<file path="src/rtl/pipelined_chunk_adder.sv">
// pipelined_chunk_adder: a + b + cin, split into STAGES chunks of WIDTH/STAGES bits.
// One chunk is added per stage and the carry ripples forward through registers.
// valid/ready handshake on both sides, 1 op/cycle, stalls cleanly under backpressure.
// Optional feature macro: PCA_OVF_EN adds the registered signed-overflow output ovf.
module pipelined_chunk_adder #(
  parameter int WIDTH  = 32,
  parameter int STAGES = 4
) (
  input  logic             clk,
  input  logic             rst,
  input  logic             in_valid,
  output logic             in_ready,
  input  logic [WIDTH-1:0] a,
  input  logic [WIDTH-1:0] b,
  input  logic             cin,
  output logic             out_valid,
  input  logic             out_ready,
  output logic [WIDTH-1:0] sum,
  output logic             cout
`ifdef PCA_OVF_EN
  ,
  output logic             ovf
`endif
);

  localparam int CW = WIDTH / STAGES;

  if (STAGES < 1 || STAGES > WIDTH) begin : g_bad_stages
    $error("pipelined_chunk_adder: STAGES must be in 1..WIDTH");
  end
  if (WIDTH % STAGES != 0) begin : g_bad_width
    $error("pipelined_chunk_adder: WIDTH must be a multiple of STAGES");
  end

  // Per-stage state: valid, carry, partial result, operands carried along
  logic [STAGES-1:0] v;
  logic              c    [STAGES];
  logic [WIDTH-1:0]  res  [STAGES];
  logic [WIDTH-1:0]  opa  [STAGES];
  logic [WIDTH-1:0]  opb  [STAGES];

  // Next-state values presented to each stage
  logic [STAGES-1:0] nv;
  logic              nc   [STAGES];
  logic [WIDTH-1:0]  nres [STAGES];
  logic [WIDTH-1:0]  na   [STAGES];
  logic [WIDTH-1:0]  nb   [STAGES];
  logic              novf;

  logic [STAGES-1:0] adv;

  // Advance enables: a stage may load if it is empty or some stage downstream
  // of it is empty or the consumer is taking a result. Accumulated from the
  // output end so adv never feeds back on itself.
  always_comb begin
    logic ok;
    ok  = out_ready;
    adv = '0;
    for (int unsigned i = 0; i < STAGES; i++) begin
      ok = ok || !v[STAGES-1-i];
      adv[STAGES-1-i] = ok;
    end
  end

  // Chunk adders: stage k adds chunk k of its source operands plus the incoming carry
  always_comb begin
    logic [WIDTH-1:0] sa, sb, sr;
    logic             sc;
    logic [CW:0]      ch;
    sa   = '0;
    sb   = '0;
    sr   = '0;
    sc   = 1'b0;
    ch   = '0;
    nv   = '0;
    novf = 1'b0;
    for (int unsigned k = 0; k < STAGES; k++) begin
      if (k == 0) begin
        sa    = a;
        sb    = b;
        sc    = cin;
        sr    = '0;
        nv[k] = in_valid;
      end else begin
        sa    = opa[k-1];
        sb    = opb[k-1];
        sc    = c[k-1];
        sr    = res[k-1];
        nv[k] = v[k-1];
      end
      ch = {1'b0, sa[k*CW +: CW]} + {1'b0, sb[k*CW +: CW]} + {{CW{1'b0}}, sc};
      sr[k*CW +: CW] = ch[CW-1:0];
      nres[k] = sr;
      nc[k]   = ch[CW];
      na[k]   = sa;
      nb[k]   = sb;
    end
    // Carry into the MSB is recovered as a^b^sum at that bit; XOR with carry out
    novf = sa[WIDTH-1] ^ sb[WIDTH-1] ^ sr[WIDTH-1] ^ ch[CW];
  end

  // Stage registers: valid follows adv; payload loads only behind a valid op
  always_ff @(posedge clk or posedge rst) begin
    if (rst) begin
      v <= '0;
      for (int unsigned k = 0; k < STAGES; k++) begin
        c[k]   <= 1'b0;
        res[k] <= '0;
        opa[k] <= '0;
        opb[k] <= '0;
      end
    end else begin
      for (int unsigned k = 0; k < STAGES; k++) begin
        if (adv[k]) begin
          v[k] <= nv[k];
          if (nv[k]) begin
            c[k]   <= nc[k];
            res[k] <= nres[k];
            opa[k] <= na[k];
            opb[k] <= nb[k];
          end
        end
      end
    end
  end

`ifdef PCA_OVF_EN
  logic ovf_q;

  // Overflow flag registered alongside the last-stage sum
  always_ff @(posedge clk or posedge rst) begin
    if (rst) begin
      ovf_q <= 1'b0;
    end else if (adv[STAGES-1] && nv[STAGES-1]) begin
      ovf_q <= novf;
    end
  end

  assign ovf = ovf_q;
`else
  logic unused_ovf;
  assign unused_ovf = novf;
`endif

  assign in_ready  = adv[0];
  assign out_valid = v[STAGES-1];
  assign sum       = res[STAGES-1];
  assign cout      = c[STAGES-1];

endmodule
</file>
<file path="config.mk">
export PLATFORM = sky130hd
export DESIGN_NAME = pipelined_chunk_adder
export DESIGN_NICKNAME = d
export VERILOG_FILES = /design/src/rtl/pipelined_chunk_adder.sv
export SDC_FILE = /design/constraint.sdc
export NUM_CORES = 1
export LEC_CHECK = 0
export ABC_CLOCK_PERIOD_IN_PS = 6750
export CAP_MARGIN = 20
export CORE_MARGIN = 2
export CORE_UTILIZATION = 30
export CTS_CLUSTER_DIAMETER = 200
export DETAILED_ROUTE_END_ITERATION = 10
export PLACE_DENSITY = 0.46
export SLEW_MARGIN = 20
export SYNTH_ARGS = -nofsm -noshare
export SYNTH_HDL_FRONTEND = slang
export SYNTH_SLANG_ARGS = --single-unit
export TNS_END_PERCENT = 5
</file>
<file path="constraint.sdc">
create_clock -name clk -period 6.75 [get_ports clk]
set_input_delay 1.35 -clock clk [delete_from_list [all_inputs] [get_ports clk]]
set_output_delay 1.35 -clock clk [all_outputs]
set_load 0.02 [all_outputs]
</file>
* Yosys cells after proc, flatten, opt, wreduce, memory -nomap -nowiden
Cells that the tools add are included.
** Storage, ports and cells
- Bits in registers :: 280
- Bits of input ports :: 69
- Output and inout port bits :: 35
- Logic and storage cells :: 38
** Operators by class
- Add/subtract/negate cells :: 8
- Reductions and logical operators :: 12
** Operators by type and width (number)
- 8-bit by 8-bit adder with 9-bit output :: 4
- 9-bit by 1-bit adder with 9-bit output :: 4
- 2-bit AND reduction :: 4
- 1-bit zero test :: 4
- 1-bit logical OR :: 4

* Depth between registers and ports, before layout
- Depth in word-level cells :: 6
- Mapped depth :: 8
- Mapped depth without buffers :: 8

* Least setup slack after synthesis
Ideal clock, no wire load.
- Kind :: input to register
- From :: in a[0]
- To :: reg res, in the netlist nres[70]
- Data arrival time :: 2.928 ns
- Data required time :: 6.628 ns
- Slack :: 3.700 ns
- Cell stages on the path :: 7
- Path through :: fa_1 -> fa_1 -> a211oi_1 -> o21bai_1 -> a21oi_1 -> xnor2_1 -> o21ai_1
** On the way
- Longest elaborated chain between the ends :: 2
** RTL lines
- start: declaration :: line 13 : input logic [WIDTH-1:0] a,
- 8-bit by 8-bit adder with 9-bit output :: line 91 : ch = {1'b0, sa[k*CW +: CW]} + {1'b0, sb[k*CW +: CW]} + {{CW{1'b0}}, sc};
- 9-bit by 1-bit adder with 9-bit output :: line 91
- end signal: indexed assignment :: line 118 : res[k] <= nres[k];
- end: declaration :: line 38 : logic [WIDTH-1:0] res [STAGES];
Every way passes these cells.
A chain may end at the register's enable or synchronous reset.

* Worst setup path in the final report
- From :: in out_ready
- To :: out in_ready
** On the way
- Longest elaborated chain between the ends :: 4
** RTL lines
- start: declaration :: line 17 : input logic out_ready,
- 1-bit logical OR (4 in a row) :: line 60 : ok = ok || !v[STAGES-1-i];
- end: declaration :: line 12 : output logic in_ready,
Every way passes these cells.

==> results.ini <==
[run_status]
status=complete, no violations

[final_layout]
drive_above_1_share_pct=27.8
nNetsFinal=782
diodes=0
fin_util_pct=37.4
syn_to_final_growth_pct=21.8

[drt]
route.detailed.drc=0
dr_total_vias=4699
ant_nets=0
dr.first_iter.drc_count=205
wl_mm=15.4
wire_per_inst_um=15.0
avgViaCountPerCell=4.56
dr.pass1.iters=4

[clock_network]
cts-resized-gates=0
cts_tree=done
clock_latency_ps=420
ctsLongestPathBuffers=2
post_cts_buffers=0
clk_pin_slew_ps=60
clock-sinks=184
hold_buffers=0
root_buffer=clkbuf_16
cts_htree_levels=4
cts_buffers=17

[logic_synthesis]
ys_seq_area_share_pct=55.5
synth_seq_cells=184
synthTopCellsByCount=dfrtp_1, mux2_2, mux2_4
synth_area_per_cell_um2=14.5
synth_top_cell_area_share_pct=55.5
synth_area_um2=8300
synth_area_leaders=dfrtp_1, mux2_2, mux2_4
synth_edf_count=0
yosysMostFrequentCell=dfrtp_1
ys.flop_type=dfrtp_1
synth_largest_area_cell=dfrtp_1
synthCells=574
synth_warnings=0
synthArstFlopShare_pct=100
yosysUniqueCellTypes=42
syn_nets=679

[run]
maxCapViolCount=0

[floorplanning]
io_pins=104
die_h_um=170
core_area_um2=27000
row_count=60
die-area_um2=29000
die_x_um=170
start_util_pct=30.7

[timing]
hold_violations=0
setup_viol=0
fin_tns_setup_ps=0
fin_crit_sh_pct=62.3
worst_pin_slew_ps=986
relSlewSlack_pct=34.1
fin_worst_skew_ps=10.4
drv_slew=0
rsz0062_at_grt=no
fmax_mhz=238
hold_ws_ps=477
fin_crit_ps=4210

[worst_hold_path]
hold_start=nres[71]
hp-class=reg -> reg

[setup_path]
cp-end-kind=primary output
cpMostUsedCell=clkdlybuf4s50_1
critPathMaxStageDelay_ps=600
crit_arrival_ps=2860
r2r-start=c[3]
critPathKind=in -> out
path_cells=clkdlybuf4s50_1, nor2b_4, nand4_4, clkdlybuf4s50_1
worstSetupStartpoint=out_ready
crit_fanout=3
critPathRequiredTime_ps=5400
reg2reg_setup_slack_ps=4300
cp_slowest_cell=clkdlybuf4s50_1
critPathLaunchType=input port

[global_routing]
grt.total_usage_pct=11.1
grt_max_degree=142
grt_overflow=0
grt_first_pass_wirelength_mm=25.4
antenna_found_initial=0
grt_pass1_vias=4921

[power_and_ir_drop]
leakage_nw=4.38
vdd_drop_max_mv=0.134
power_density_nw_per_um2=403

[place]
dp_hpwl_mm=10.2
port_buffers=103
place.gp.congestion=0.786

[final timing paths]
check	end	cells past startpoint
worst max-delay path	in_ready	4
worst min-delay path	nres[71]	2
worst max register to register	c[2]	7
worst min register to register	nres[71]	2
max in group asynchronous	nb[95]	3
min in group asynchronous	na[77]	2
[worst max-delay path: cells and delay by family]
kind / cells / cell delay (ps)
buffers and inverters: 2 / 1100
AND/OR/NAND/NOR: 2 / 400
[flip-flops by register name, summed over array words and instances, names as in the netlist]
register,count
nb,48
v,4
c,3
sum,32
cout,1
nres,48
na,48
[per-stage QoR]
| stage | area (um2) | instances | total power (W) | setup slack (ps) |
|---|---|---|---|---|
| 6_report | 10100 | 1031 | 0.00407 | 2540 |
| 4_1_cts | 10100 | 1031 | 0.00414 | 2520 |
| 3_5_place_dp | 9520 | 999 | 0.00311 | 2530 |
| 3_3_place_gp | 9510 | 999 | 0.00308 | 2520 |
| 5_1_grt | 10100 | 1031 | 0.00435 | 2490 |
| 2_1_floorplan | 8300 | 574 | 0.00265 | 400 |
[report_power, final]
part           internal (W)  total [W]  switching, W
clock network      0.000561   0.000999      0.000438
registers           0.00148    0.00170      0.000219
logic              0.000748    0.00138      0.000630
[metal layers]
| layer | global-route usage [%] | up-vias | share of wire [%] |
|---|---|---|---|
| met5 | 0 | - | 0 |
| met4 | 3.34 | 0 | 0.65 |
| met3 | 2.67 | 4 | 3.6 |
| met2 | 17.9 | 89 | 47 |
| met1 | 15.0 | 2349 | 49 |
| li1 | - | 2257 | - |
[final cells by class]
class	instances	area [um2]
clock buffers	19	443
repair buffers	104	1040
inverters	8	37.5
flip-flops and latches	184	4600
fillers	2574	16900
multi-input cells	362	3410
clock inverters	13	144
well taps	341	427
[cells in the final DEF, fill, tap and decap left out, drive strengths merged, types with 12 or more instances in the layout]
cell	count
o21ai	37
mux2	151
clkdlybuf4s50	103
nand2	33
inv	12
dfrtp	184
clkbuf	19
a21oi	21
ha	28
xor2	12
nor2	12
[logic make-up (layout without fill, tap and decap cells)]
| group | count (synthesis) | in the layout | synth area share, % |
|---|---|---|---|
| compound gates | 93 | 93 | 6.77 |
| xor+xnor | 17 | 17 | 1.79 |
| fa+ha+maj | 36 | 36 | 6.15 |
| buf+inv | 28 | 144 | 3.50 |
| flops | 184 | 184 | 55.5 |
| mux | 151 | 151 | 22.1 |
| simple gates | 65 | 65 | 4.16 |
Power figures use the tool's default switching activity.
